<file path="src/rtl/register_file_dump_if.sv">
// Read port 2 of the register file plus the {index, data} beat stream of the dump engine.
interface register_file_dump_if #(
  parameter int unsigned ADDR_W = 5,
  parameter int unsigned DATA_W = 32
);
  logic              rf_port_req;
  logic              rf_port_gnt;
  logic [ADDR_W-1:0] rf_read_addr;
  logic [DATA_W-1:0] rf_read_data;
  logic              out_valid;
  logic              out_ready;
  logic [ADDR_W-1:0] out_index;
  logic [DATA_W-1:0] out_data;
  logic              out_last;

  // Dump engine: drives the read port and sources beats.
  modport master (
    output rf_port_req,
    output rf_read_addr,
    input  rf_port_gnt,
    input  rf_read_data,
    output out_valid,
    output out_index,
    output out_data,
    output out_last,
    input  out_ready
  );

  // Register file / pipeline arbiter and beat sink.
  modport slave (
    input  rf_port_req,
    input  rf_read_addr,
    output rf_port_gnt,
    output rf_read_data,
    input  out_valid,
    input  out_index,
    input  out_data,
    input  out_last,
    output out_ready
  );
endinterface

</file>
<file path="src/rtl/register_file_dump.sv">
// Debug engine that walks a register range through read port 2 and streams {index, data} beats.
module register_file_dump #(
  parameter int unsigned NUM_REGS = 32,
  parameter int unsigned ADDR_W   = 5,
  parameter int unsigned DATA_W   = 32
) (
  input  logic                 clk,
  input  logic                 reset,
  input  logic                 start_i,
  input  logic [ADDR_W-1:0]    start_index_i,
  input  logic [ADDR_W-1:0]    end_index_i,
  input  logic                 abort_i,
  output logic                 busy_o,
  output logic                 done_o,
  register_file_dump_if.master bus
);

  localparam int unsigned LAST_REG = NUM_REGS - 1;
  localparam int unsigned DEPTH    = 2;
  localparam int unsigned CNT_W    = 2;

  typedef enum logic [1:0] {IDLE, ARB, SCAN, DRAIN} state_e;

  state_e            state_q, state_d;
  logic              busy_q, busy_d;
  logic              done_q, done_d;
  logic              req_q, req_d;

  logic [ADDR_W-1:0] next_idx_q;
  logic [ADDR_W-1:0] end_q;
  logic [ADDR_W-1:0] addr_q;
  logic [ADDR_W-1:0] infl_idx_q;
  logic              infl_q;
  logic              infl_last_q;

  logic [ADDR_W-1:0] buf_idx_q  [DEPTH];
  logic [DATA_W-1:0] buf_data_q [DEPTH];
  logic              buf_last_q [DEPTH];
  logic              rd_ptr_q, wr_ptr_q;
  logic [CNT_W-1:0]  count_q;

  logic [ADDR_W-1:0] end_clamp_c;
  logic              accept_c;
  logic              empty_rng_c;
  logic              flush_c;
  logic              pop_c;
  logic [CNT_W-1:0]  left_c;
  logic              room_c;
  logic              issue_c;
  logic              issue_last_c;
  logic              drain_done_c;

  // An end index beyond the register file is treated as the last register, so next_idx never wraps.
  assign end_clamp_c  = (32'(end_index_i) > LAST_REG) ? ADDR_W'(LAST_REG) : end_index_i;
  assign accept_c     = (state_q == IDLE) && start_i && !abort_i && (start_index_i <= end_clamp_c);
  assign empty_rng_c  = (state_q == IDLE) && start_i && !abort_i && (start_index_i >  end_clamp_c);
  assign flush_c      = abort_i && (state_q != IDLE);

  // A beat leaving this cycle frees its slot, which is what lets the scan sustain one beat per cycle.
  assign pop_c        = bus.out_valid && bus.out_ready;
  assign left_c       = count_q - CNT_W'(pop_c);
  assign room_c       = (left_c + CNT_W'(infl_q)) < CNT_W'(DEPTH);
  assign issue_c      = (state_q == SCAN) && !abort_i && bus.rf_port_gnt && room_c;
  assign issue_last_c = issue_c && (next_idx_q == end_q);
  assign drain_done_c = !infl_q && (left_c == '0);

  // State register.
  always_ff @(posedge clk or negedge reset) begin
    if (!reset) state_q <= IDLE;
    else        state_q <= state_d;
  end

  // Next-state logic; abort wins over everything outside IDLE.
  always_comb begin
    state_d = state_q;
    case (state_q)
      IDLE:    if (accept_c) state_d = ARB;
      ARB:     if (abort_i) state_d = IDLE;
               else if (bus.rf_port_gnt) state_d = SCAN;
      SCAN:    if (abort_i) state_d = IDLE;
               else if (issue_last_c) state_d = DRAIN;
      DRAIN:   if (abort_i || drain_done_c) state_d = IDLE;
      default: state_d = IDLE;
    endcase
  end

  // Output decode, computed from the next state so the flops line up with it.
  always_comb begin
    busy_d = 1'b0;
    req_d  = 1'b0;
    done_d = 1'b0;
    busy_d = (state_d != IDLE);
    req_d  = (state_d == ARB) || (state_d == SCAN);
    done_d = empty_rng_c || ((state_q == DRAIN) && !abort_i && drain_done_c);
  end

  // Registered control outputs.
  always_ff @(posedge clk or negedge reset) begin
    if (!reset) begin
      busy_q <= 1'b0;
      done_q <= 1'b0;
      req_q  <= 1'b0;
    end else begin
      busy_q <= busy_d;
      done_q <= done_d;
      req_q  <= req_d;
    end
  end

  // Scan pointer, issued address and the single in-flight read.
  always_ff @(posedge clk or negedge reset) begin
    if (!reset) begin
      next_idx_q  <= '0;
      end_q       <= '0;
      addr_q      <= '0;
      infl_idx_q  <= '0;
      infl_last_q <= 1'b0;
      infl_q      <= 1'b0;
    end else begin
      if (accept_c) begin
        next_idx_q <= start_index_i;
        end_q      <= end_clamp_c;
      end
      if (issue_c) begin
        addr_q      <= next_idx_q;
        infl_idx_q  <= next_idx_q;
        infl_last_q <= issue_last_c;
        if (!issue_last_c) next_idx_q <= next_idx_q + ADDR_W'(1);
      end
      infl_q <= issue_c;
    end
  end

  // Two-entry beat buffer absorbing the one-cycle read latency; capture does not depend on the grant.
  always_ff @(posedge clk or negedge reset) begin
    if (!reset) begin
      for (int unsigned i = 0; i < DEPTH; i++) begin
        buf_idx_q[i]  <= '0;
        buf_data_q[i] <= '0;
        buf_last_q[i] <= 1'b0;
      end
      rd_ptr_q <= 1'b0;
      wr_ptr_q <= 1'b0;
      count_q  <= '0;
    end else if (flush_c) begin
      rd_ptr_q <= 1'b0;
      wr_ptr_q <= 1'b0;
      count_q  <= '0;
    end else begin
      if (infl_q) begin
        buf_idx_q[wr_ptr_q]  <= infl_idx_q;
        buf_data_q[wr_ptr_q] <= bus.rf_read_data;
        buf_last_q[wr_ptr_q] <= infl_last_q;
        wr_ptr_q             <= ~wr_ptr_q;
      end
      if (pop_c) rd_ptr_q <= ~rd_ptr_q;
      count_q <= count_q + CNT_W'(infl_q) - CNT_W'(pop_c);
    end
  end

  // The read address follows the scan pointer only on an issue cycle and otherwise holds.
  assign bus.rf_read_addr = issue_c ? next_idx_q : addr_q;
  assign bus.rf_port_req  = req_q;
  assign bus.out_valid    = (count_q != '0);
  assign bus.out_index    = buf_idx_q[rd_ptr_q];
  assign bus.out_data     = buf_data_q[rd_ptr_q];
  assign bus.out_last     = buf_last_q[rd_ptr_q];
  assign busy_o           = busy_q;
  assign done_o           = done_q;

endmodule
</file>
<file path="src/flat_wrapper.sv">
// flat-port wrapper written by rule: the top's interface ports become plain ports
module register_file_dump_flat 
#(
  parameter int unsigned NUM_REGS = 32,
  parameter int unsigned ADDR_W   = 5,
  parameter int unsigned DATA_W   = 32
)
  (clk, reset, start_i, start_index_i, end_index_i, abort_i, busy_o, done_o, bus_rf_port_req, bus_rf_read_addr, bus_rf_port_gnt, bus_rf_read_data, bus_out_valid, bus_out_index, bus_out_data, bus_out_last, bus_out_ready);
  register_file_dump_if #(.ADDR_W(ADDR_W), .DATA_W(DATA_W)) bus_i ();
  input  logic clk;
  input  logic reset;
  input  logic start_i;
  input  logic [ADDR_W-1:0] start_index_i;
  input  logic [ADDR_W-1:0] end_index_i;
  input  logic abort_i;
  output logic busy_o;
  output logic done_o;
  output wire logic [$bits(bus_i.rf_port_req)-1:0] bus_rf_port_req;
  output wire logic [$bits(bus_i.rf_read_addr)-1:0] bus_rf_read_addr;
  input wire logic [$bits(bus_i.rf_port_gnt)-1:0] bus_rf_port_gnt;
  input wire logic [$bits(bus_i.rf_read_data)-1:0] bus_rf_read_data;
  output wire logic [$bits(bus_i.out_valid)-1:0] bus_out_valid;
  output wire logic [$bits(bus_i.out_index)-1:0] bus_out_index;
  output wire logic [$bits(bus_i.out_data)-1:0] bus_out_data;
  output wire logic [$bits(bus_i.out_last)-1:0] bus_out_last;
  input wire logic [$bits(bus_i.out_ready)-1:0] bus_out_ready;
  assign bus_rf_port_req = bus_i.rf_port_req;
  assign bus_rf_read_addr = bus_i.rf_read_addr;
  assign bus_i.rf_port_gnt = bus_rf_port_gnt;
  assign bus_i.rf_read_data = bus_rf_read_data;
  assign bus_out_valid = bus_i.out_valid;
  assign bus_out_index = bus_i.out_index;
  assign bus_out_data = bus_i.out_data;
  assign bus_out_last = bus_i.out_last;
  assign bus_i.out_ready = bus_out_ready;
  register_file_dump #(.NUM_REGS(NUM_REGS), .ADDR_W(ADDR_W), .DATA_W(DATA_W)) u_core (.clk(clk), .reset(reset), .start_i(start_i), .start_index_i(start_index_i), .end_index_i(end_index_i), .abort_i(abort_i), .busy_o(busy_o), .done_o(done_o), .bus(bus_i));
endmodule
</file>
<file path="config.mk">
export PLATFORM = sky130hd
export DESIGN_NAME = register_file_dump_flat
export DESIGN_NICKNAME = d
export VERILOG_FILES = /design/src/rtl/register_file_dump_if.sv /design/src/rtl/register_file_dump.sv /design/src/flat_wrapper.sv
export SDC_FILE = /design/constraint.sdc
export NUM_CORES = 1
export LEC_CHECK = 0
export BUFFER_PORTS_ARGS = -buffer_cell sky130_fd_sc_hd__buf_2
export CAP_MARGIN = 30
export CELL_PAD_IN_SITES_DETAIL_PLACEMENT = 1
export CELL_PAD_IN_SITES_GLOBAL_PLACEMENT = 1
export CORE_MARGIN = 3
export CORE_UTILIZATION = 44
export DETAILED_ROUTE_END_ITERATION = 8
export PLACE_DENSITY = 0.79
export SLEW_MARGIN = 20
export SYNTH_ARGS = -nofsm -noshare
export SYNTH_HDL_FRONTEND = slang
export SYNTH_SLANG_ARGS = --single-unit
</file>
<file path="constraint.sdc">
create_clock -name clk -period 3.34 [get_ports clk]
set_clock_uncertainty 0.1 [all_clocks]
set_input_delay 0.167 -clock clk [delete_from_list [all_inputs] [get_ports clk]]
set_output_delay 0.167 -clock clk [all_outputs]
set_load 0.02 [all_outputs]
</file>
==> results of run 1 <==
## state kept, by name, indices dropped and copies added (netlist names)
name                    count
u_core.buf_last_q           2
u_core.state_q              2
u_core.infl_last_q          1
u_core.infl_idx_q           5
u_core.rd_ptr_q             1
u_core.next_idx_q           5
u_core.done_o               1
u_core.infl_q               1
u_core.addr_q               5
u_core.buf_data_q          64
u_core.bus.rf_port_req      1
u_core.buf_idx_q           10
u_core.count_q              2
u_core.busy_o               1
u_core.end_q                5
u_core.wr_ptr_q             1
## cell type report
class / count / share of cell area
Sequential cell: 107 / 0.438
Multi-Input combinational cell: 233 / 0.331
Timing Repair Buffer: 143 / 0.163
Clock buffer: 15 / 0.0305
Tap cell: 136 / 0.0279
Inverter: 13 / 0.00799
Clock inverter: 1 / 0.000819
## cell usage after synthesis (3+ instances only)
cell,count,area [um2]
mux2_2,113,1270
dfrtp_1,107,2680
nand2_1,41,154
inv_1,13,48.8
ha_1,10,125
xnor2_1,10,87.6
buf_2,8,40.0
nor2_1,6,22.5
clkbuf_1,5,18.8
nand4_1,5,31.3
o21ai_0,5,25.0
a21oi_1,4,20.0
nand3_1,4,20.0
nand3b_1,4,30.0
or2_2,4,25.0
buf_6,3,33.8
nor3b_1,3,22.5
## cells by family (layout without fill, tap and decap cells)
| logic type | count (synthesis) | count (layout) |
|---|---|---|
| flip-flops | 107 | 107 |
| multiplexers | 114 | 114 |
| adder cells (fa/ha/maj) | 10 | 10 |
| buffers and inverters | 31 | 172 |
| AO/OA/AOI/OAI | 22 | 22 |
| AND/OR/NAND/NOR | 76 | 76 |
| XOR/XNOR | 11 | 11 |
## worst paths after layout
check                                                 start                                 to  cells after the start  slack (ps)
max in group asynchronous                             reset  u_core.buf_data_q[57]$_DFFE_PN0P_                      4        2000
worst max register to register  u_core.count_q[1]$_DFF_PN0_   u_core.bus.rf_port_req$_DFF_PN0_                      9         530
worst min-delay path                                start_i            u_core.done_o$_DFF_PN0_                      3          50
worst max-delay path            u_core.count_q[1]$_DFF_PN0_                bus_rf_read_addr[4]                     11         220
worst min register to register   u_core.addr_q[0]$_DFF_PN0_         u_core.addr_q[0]$_DFF_PN0_                      2         380
min in group asynchronous                             reset   u_core.buf_data_q[8]$_DFFE_PN0P_                      2         170
## report_power, final
group          internal (mW)  total [mW]  switching, mW
Combinational          0.866        1.79          0.922
Sequential              1.68        1.97          0.292
Clock                  0.353       0.767          0.414
Total                   2.90        4.53           1.63
## per-stage QoR
step	worst slack [ps]	cells	hold slack (ps)	utilization
floorplan	623	371	-229	-
global placement	633	587	288	0.517
detailed placement	557	589	38.3	0.522
CTS	208	647	23.0	0.581
global route	32.7	648	47.9	0.581
finish	220	648	48.4	0.581
## timing repair
item | 4_1_cts | 5_1_grt
resized for setup | 0 | 0
endpoints found under the hold margin | 106 | 0
hold buffers | 42 | 0
## worst max-delay path: stages, from the launching register on
cell     delay [ps]
dfrtp_1         420
or2_2           310
and2_1          200
ha_1            210
xnor2_1         290
xnor2_1         190
nand2_1         100
buf_4           190
inv_1           190
nand2_1         110
nand2_1         100
buf_2           170
## cell usage in the layout (no fill, tap or decap), types with 5 or more instances in the layout
cell,Yosys,routed
dfrtp_1,107,107
ha_1,10,10
nand2_1,41,41
xnor2_1,10,10
inv_1,13,13
o21ai_0,5,5
buf_2,8,93
nand4_1,5,5
nor2_1,6,6
dlygate4sd3_1,0,42
clkbuf_8,0,13
mux2_2,113,113
## metal layers
layer / vias up / GRT usage
met5: - / 0
met4: 0 / 0.0608
met3: 16 / 0.0486
met2: 77 / 0.365
met1: 1698 / 0.221
li1: 1567 / -
==> run summary, run 1 <==
highest routed layer -> met4
met3 wire length -> 490 um
post-synth cell types -> 34
DRC -> 0
grt total ovfl -> 0
GR Util All Layers -> 0.197
largest family of logic cells by synthesized area -> multiplexers
ant diodes -> 0
Routed Antenna Nets -> 0
Vias -> 3358
Maximum Capacitance Violations -> 0
min Tclk post-route -> 3120 ps
synth warn -> 0
required time worst endpoint -> 3070 ps
kind of critical path -> reg2out
Slew Limit Headroom -> 0.585
number of setup violations in the final report -> 0
RSZ-0062 raised after global routing -> false
Pre-antenna DRT Iters -> 4
drt wl/cell -> 17.9 um
EDFF count, synth -> 0
GPL Wtd Cong -> 0.737
Final Hold Fails -> 0
initial antenna violation count -> 0
run status -> finished clean
FMAX -> 321 MHz
Cell Rows -> 37
full die area -> 0.0123 mm2
number of setup buffers added after CTS -> 0
clock latency on the worst-skew pair -> 370 ps
Layout fillers -> 1113
Root Buffer -> clkbuf_8
Final period util -> 0.934
CTS tree -> yes
mux contribution to synthesized area -> 0.266
top_reg_cell synth -> dfrtp_1
P_leak -> 3.09 nW
Vias per Instance -> 5.18
Synth Register Bits -> 107
Synth Cell Area -> 0.00485 mm2
Worst Path Max Fanout -> 11
post-synthesis area per instance -> 13.1 um2
DRT met1 WL -> 4.75 mm
Final Power -> 4.53 mW
Synth Area in Simple Gates -> 0.0751
hpwl dp -> 7.68 mm
Worst Tran Pin Value -> 623 ps
Setup TNS -> 0 ps
Setup crit end kind -> output pin
pin count of the biggest net entering global routing -> 55
met2 WL -> 6.16 mm
post-synthesis compound-gate area fraction -> 0.0297
CP arrival -> 2850 ps
total core area -> 0.0105 mm2
Post-synth ARST share -> 1.00
P&R area growth vs syn -> 26.0%
Max Root-Sink Buffers -> 2
Post-DP Area -> 0.00549 mm2
P per Cell Area -> 742 mW/mm2
layout cell share with drive strength beyond 1 -> 0.457
final WL -> 11.6 mm
VDD IR max -> 373 uV
vias in the first global route -> 3844
initial core utilization -> 0.461
CTS clk-pin slew, worst paths -> 90 ps
Synth Area in XOR/XNOR -> 0.0199
final max-slew violation count -> 0
Horiz. Die Dim -> 111 um
I/O pin count -> 95
initial drt markers -> 91
chip height -> 111 um
Sequential Area -> 0.00268 mm2
adder-cell share of the synthesized area -> 0.0258
multi-input logic area -> 0.00202 mm2
# port buffers -> 94
CTS buffer count -> 9
Num Clock Sinks -> 107
Max H-tree Level -> 3
first-pass GRT wire length -> 19.3 mm
fin area -> 0.00611 mm2
net count after synthesis -> 429
final net count -> 565
Startpoint Class -> flip-flop
Hold Path Class -> in2reg
Mapped Cells -> 371
Seq/Total Area, Yosys -> 0.552
Note: power is estimated with default switching activity, not from simulation.
==> run 2: changes to the inputs <==
clock period = 3.4 ns   (was 3.34 ns; I/O delays follow)
==> run summary, run 2 (synthesized netlist as in run 1, its figures left out) <==
Worst Tran Pin Value -> 915 ps (was 623 ps)
layout cell share with drive strength beyond 1 -> 0.458 (was 0.457)
initial antenna violation count -> 0 (unchanged)
largest registers -> u_core.buf_data_q: 64 flops, u_core.buf_idx_q: 10 flops (unchanged)
NetSw -> 1.61 mW (was 1.63 mW)
WHS Endpoint -> u_core.done_o$_DFF_PN0_ (unchanged)
CTS tree -> yes (unchanged)
clock latency on the worst-skew pair -> 350 ps (was 370 ps)
Startpoint Class -> flip-flop (unchanged)
GPL Wtd Cong -> 0.748 (was 0.737)
run status -> finished clean (unchanged)
clock power share -> 0.178 (was 0.169)
slack of the critical path -> 326 ps (was 220 ps)
Cell Rows -> 37 (unchanged)
flop-to-flop setup slack -> 590 ps (was 530 ps)
Hold Startpoint -> start_i (unchanged)
total core area -> 0.0105 mm2 (unchanged)
Worst Path Max Fanout -> 11 (unchanged)
P_leak -> 3.08 nW (was 3.09 nW)
Max Root-Sink Buffers -> 2 (unchanged)
Final period util -> 0.904
final net count -> 564 (was 565)
Vias -> 3319 (was 3358)
Switching Share -> 0.362 (was 0.359)
P&R area growth vs syn -> 25.6% (was 26.0%)
Slew Limit Headroom -> 0.387 (was 0.585)
met3 Use GR -> 0.0322 (was 0.0486)
final max-slew violation count -> 0 (unchanged)
Routed Antenna Nets -> 0 (unchanged)
grt total ovfl -> 0 (unchanged)
post-layout util -> 0.579 (was 0.581)
ant diodes -> 0 (unchanged)
CTS clk-pin slew, worst paths -> 100 ps (was 90 ps)
FF-to-FF path depth -> 9 (unchanged)
chip height -> 111 um (unchanged)
Max H-tree Level -> 3 (unchanged)
RSZ-0062 raised after global routing -> false (unchanged)
worst r2r dst -> u_core.bus.rf_port_req$_DFF_PN0_ (unchanged)
drt wl/cell -> 17.1 um (was 17.9 um)
CTS buffer count -> 9 (unchanged)
Root Buffer -> clkbuf_8 (unchanged)
full die area -> 0.0123 mm2 (unchanged)
Num Clock Sinks -> 107 (unchanged)
required time worst endpoint -> 3130 ps (was 3070 ps)
post-place setup slack -> 631 ps (was 557 ps)
Vias per Instance -> 5.13 (was 5.18)
commonest non-fill, non-tap cell in the layout -> mux2_2 (unchanged)
post_cts resized -> 0 (unchanged)
Horiz. Die Dim -> 111 um (unchanged)
vias in the first global route -> 3702 (was 3844)
P per Cell Area -> 730 mW/mm2 (was 742 mW/mm2)
Comb power frac -> 0.390 (was 0.395)
hpwl dp -> 7.45 mm (was 7.68 mm)
Final Power -> 4.45 mW (was 4.53 mW)
WHS -> 50.2 ps (was 48.4 ps)
Reg with most FFs -> u_core.buf_data_q (unchanged)
Pre-antenna DRT Iters -> 4 (unchanged)
first-pass GRT wire length -> 18.5 mm (was 19.3 mm)
worst r2r src -> u_core.count_q[1]$_DFF_PN0_ (unchanged)
initial drt markers -> 113 (was 91)
kind of critical path -> reg2out (unchanged)
DRC -> 0 (unchanged)
number of setup violations in the final report -> 0 (unchanged)
WHS Path Cells -> 3 (unchanged)
pin count of the biggest net entering global routing -> 60 (was 55)
initial core utilization -> 0.461 (unchanged)
final WL -> 11.0 mm (was 11.6 mm)
Hold Path Class -> in2reg (unchanged)
met1 GRT Util -> 0.229 (was 0.221)
Pint -> 2.84 mW (was 2.90 mW)
Maximum Capacitance Violations -> 0 (unchanged)
# port buffers -> 94 (unchanged)
min Tclk post-route -> 3070 ps
max FFs per register -> 64 (unchanged)
most frequent cells in the layout -> 113 x mux2_2, 107 x dfrtp_1, 93 x buf_2 (unchanged)
Setup crit end kind -> output pin (unchanged)
met2 global-route usage -> 0.332 (was 0.365)
Setup TNS -> 0 ps (unchanged)
FMAX -> 325 MHz
VDD IR max -> 324 uV (was 373 uV)
Layout fillers -> 1087 (was 1113)
Final Hold Fails -> 0 (unchanged)
Reg power frac -> 0.432 (was 0.436)
I/O pin count -> 95 (unchanged)
GRT busiest layer -> met2 (unchanged)
GR Util All Layers -> 0.184 (was 0.197)
CP arrival -> 2800 ps (was 2850 ps)
-- run 2: changes by cell type in the layout (fill, tap and decap cells not counted), sizes merged --
cell,before,now
clkinvlp,0,1
inv,13,16
clkbuf,16,10
bufinv,0,1
-- run 2: final cells by class --
type                    instances  area, um2  share of cell area
well taps                     136        170              0.0279
inverters                      13       48.8             0.00801
clock buffers                  10        128              0.0210
flip-flops and latches        107       2680               0.440
clock inverters                 6       72.6              0.0119
repair buffers                142        971               0.159
multi-input cells             233       2020               0.332
-- run 2: worst max path at each step --
| stage | start | to | slack (ps) |
|---|---|---|---|
| CTS | u_core.count_q[1]$_DFF_PN0_ | bus_rf_read_addr[2] | 290 |
| global route | u_core.count_q[1]$_DFF_PN0_ | bus_rf_read_addr[2] | 100 |
| finish | u_core.count_q[1]$_DFF_PN0_ | bus_rf_read_addr[2] | 330 |
| floorplan | u_core.count_q[1]$_DFF_PN0_ | u_core.bus.rf_port_req$_DFF_PN0_ | 680 |
| detailed placement | u_core.count_q[1]$_DFF_PN0_ | u_core.bus.rf_port_req$_DFF_PN0_ | 630 |
| global placement | u_core.count_q[1]$_DFF_PN0_ | u_core.bus.rf_port_req$_DFF_PN0_ | 680 |
-- run 2: timing repair --
action | 4_1_cts | 5_1_grt
hold endpoints to repair | 100 | 0
hold buffers | 42 | 0
setup buffers | 0 | 0
-- run 2: per-stage QoR --
stage | cell area [um2] | cells
after floorplan | 4850 | 371
after CTS | 6090 | 647
after global routing | 6090 | 647
final | 6090 | 647
after global placement | 5420 | 587
after detailed placement | 5470 | 589
-- run 2: worst max-delay path, stage by stage (launching register included) --
cell,delay (ps)
dfrtp_1,430
or2_2,320
and2_1,200
ha_1,310
nand2b_1,170
xnor2_1,180
nand2_1,100
buf_4,180
inv_1,180
nand2_1,110
nand2_1,100
buf_2,160
-- run 2: routing by layer --
metal	up-vias	wire, um
met5	-	0
met4	0	99
met3	10	368
met2	68	5650
met1	1689	4920
li1	1552	-
-- run 2: power groups by stage --
stage	clock network (mW)	logic, mW	registers (mW)
finish	0.793	1.73	1.92
global route	0.882	1.89	1.98
CTS	0.817	1.75	1.92
detailed placement	0	1.70	1.94
global placement	0	1.65	1.90
floorplan	0	1.27	1.83
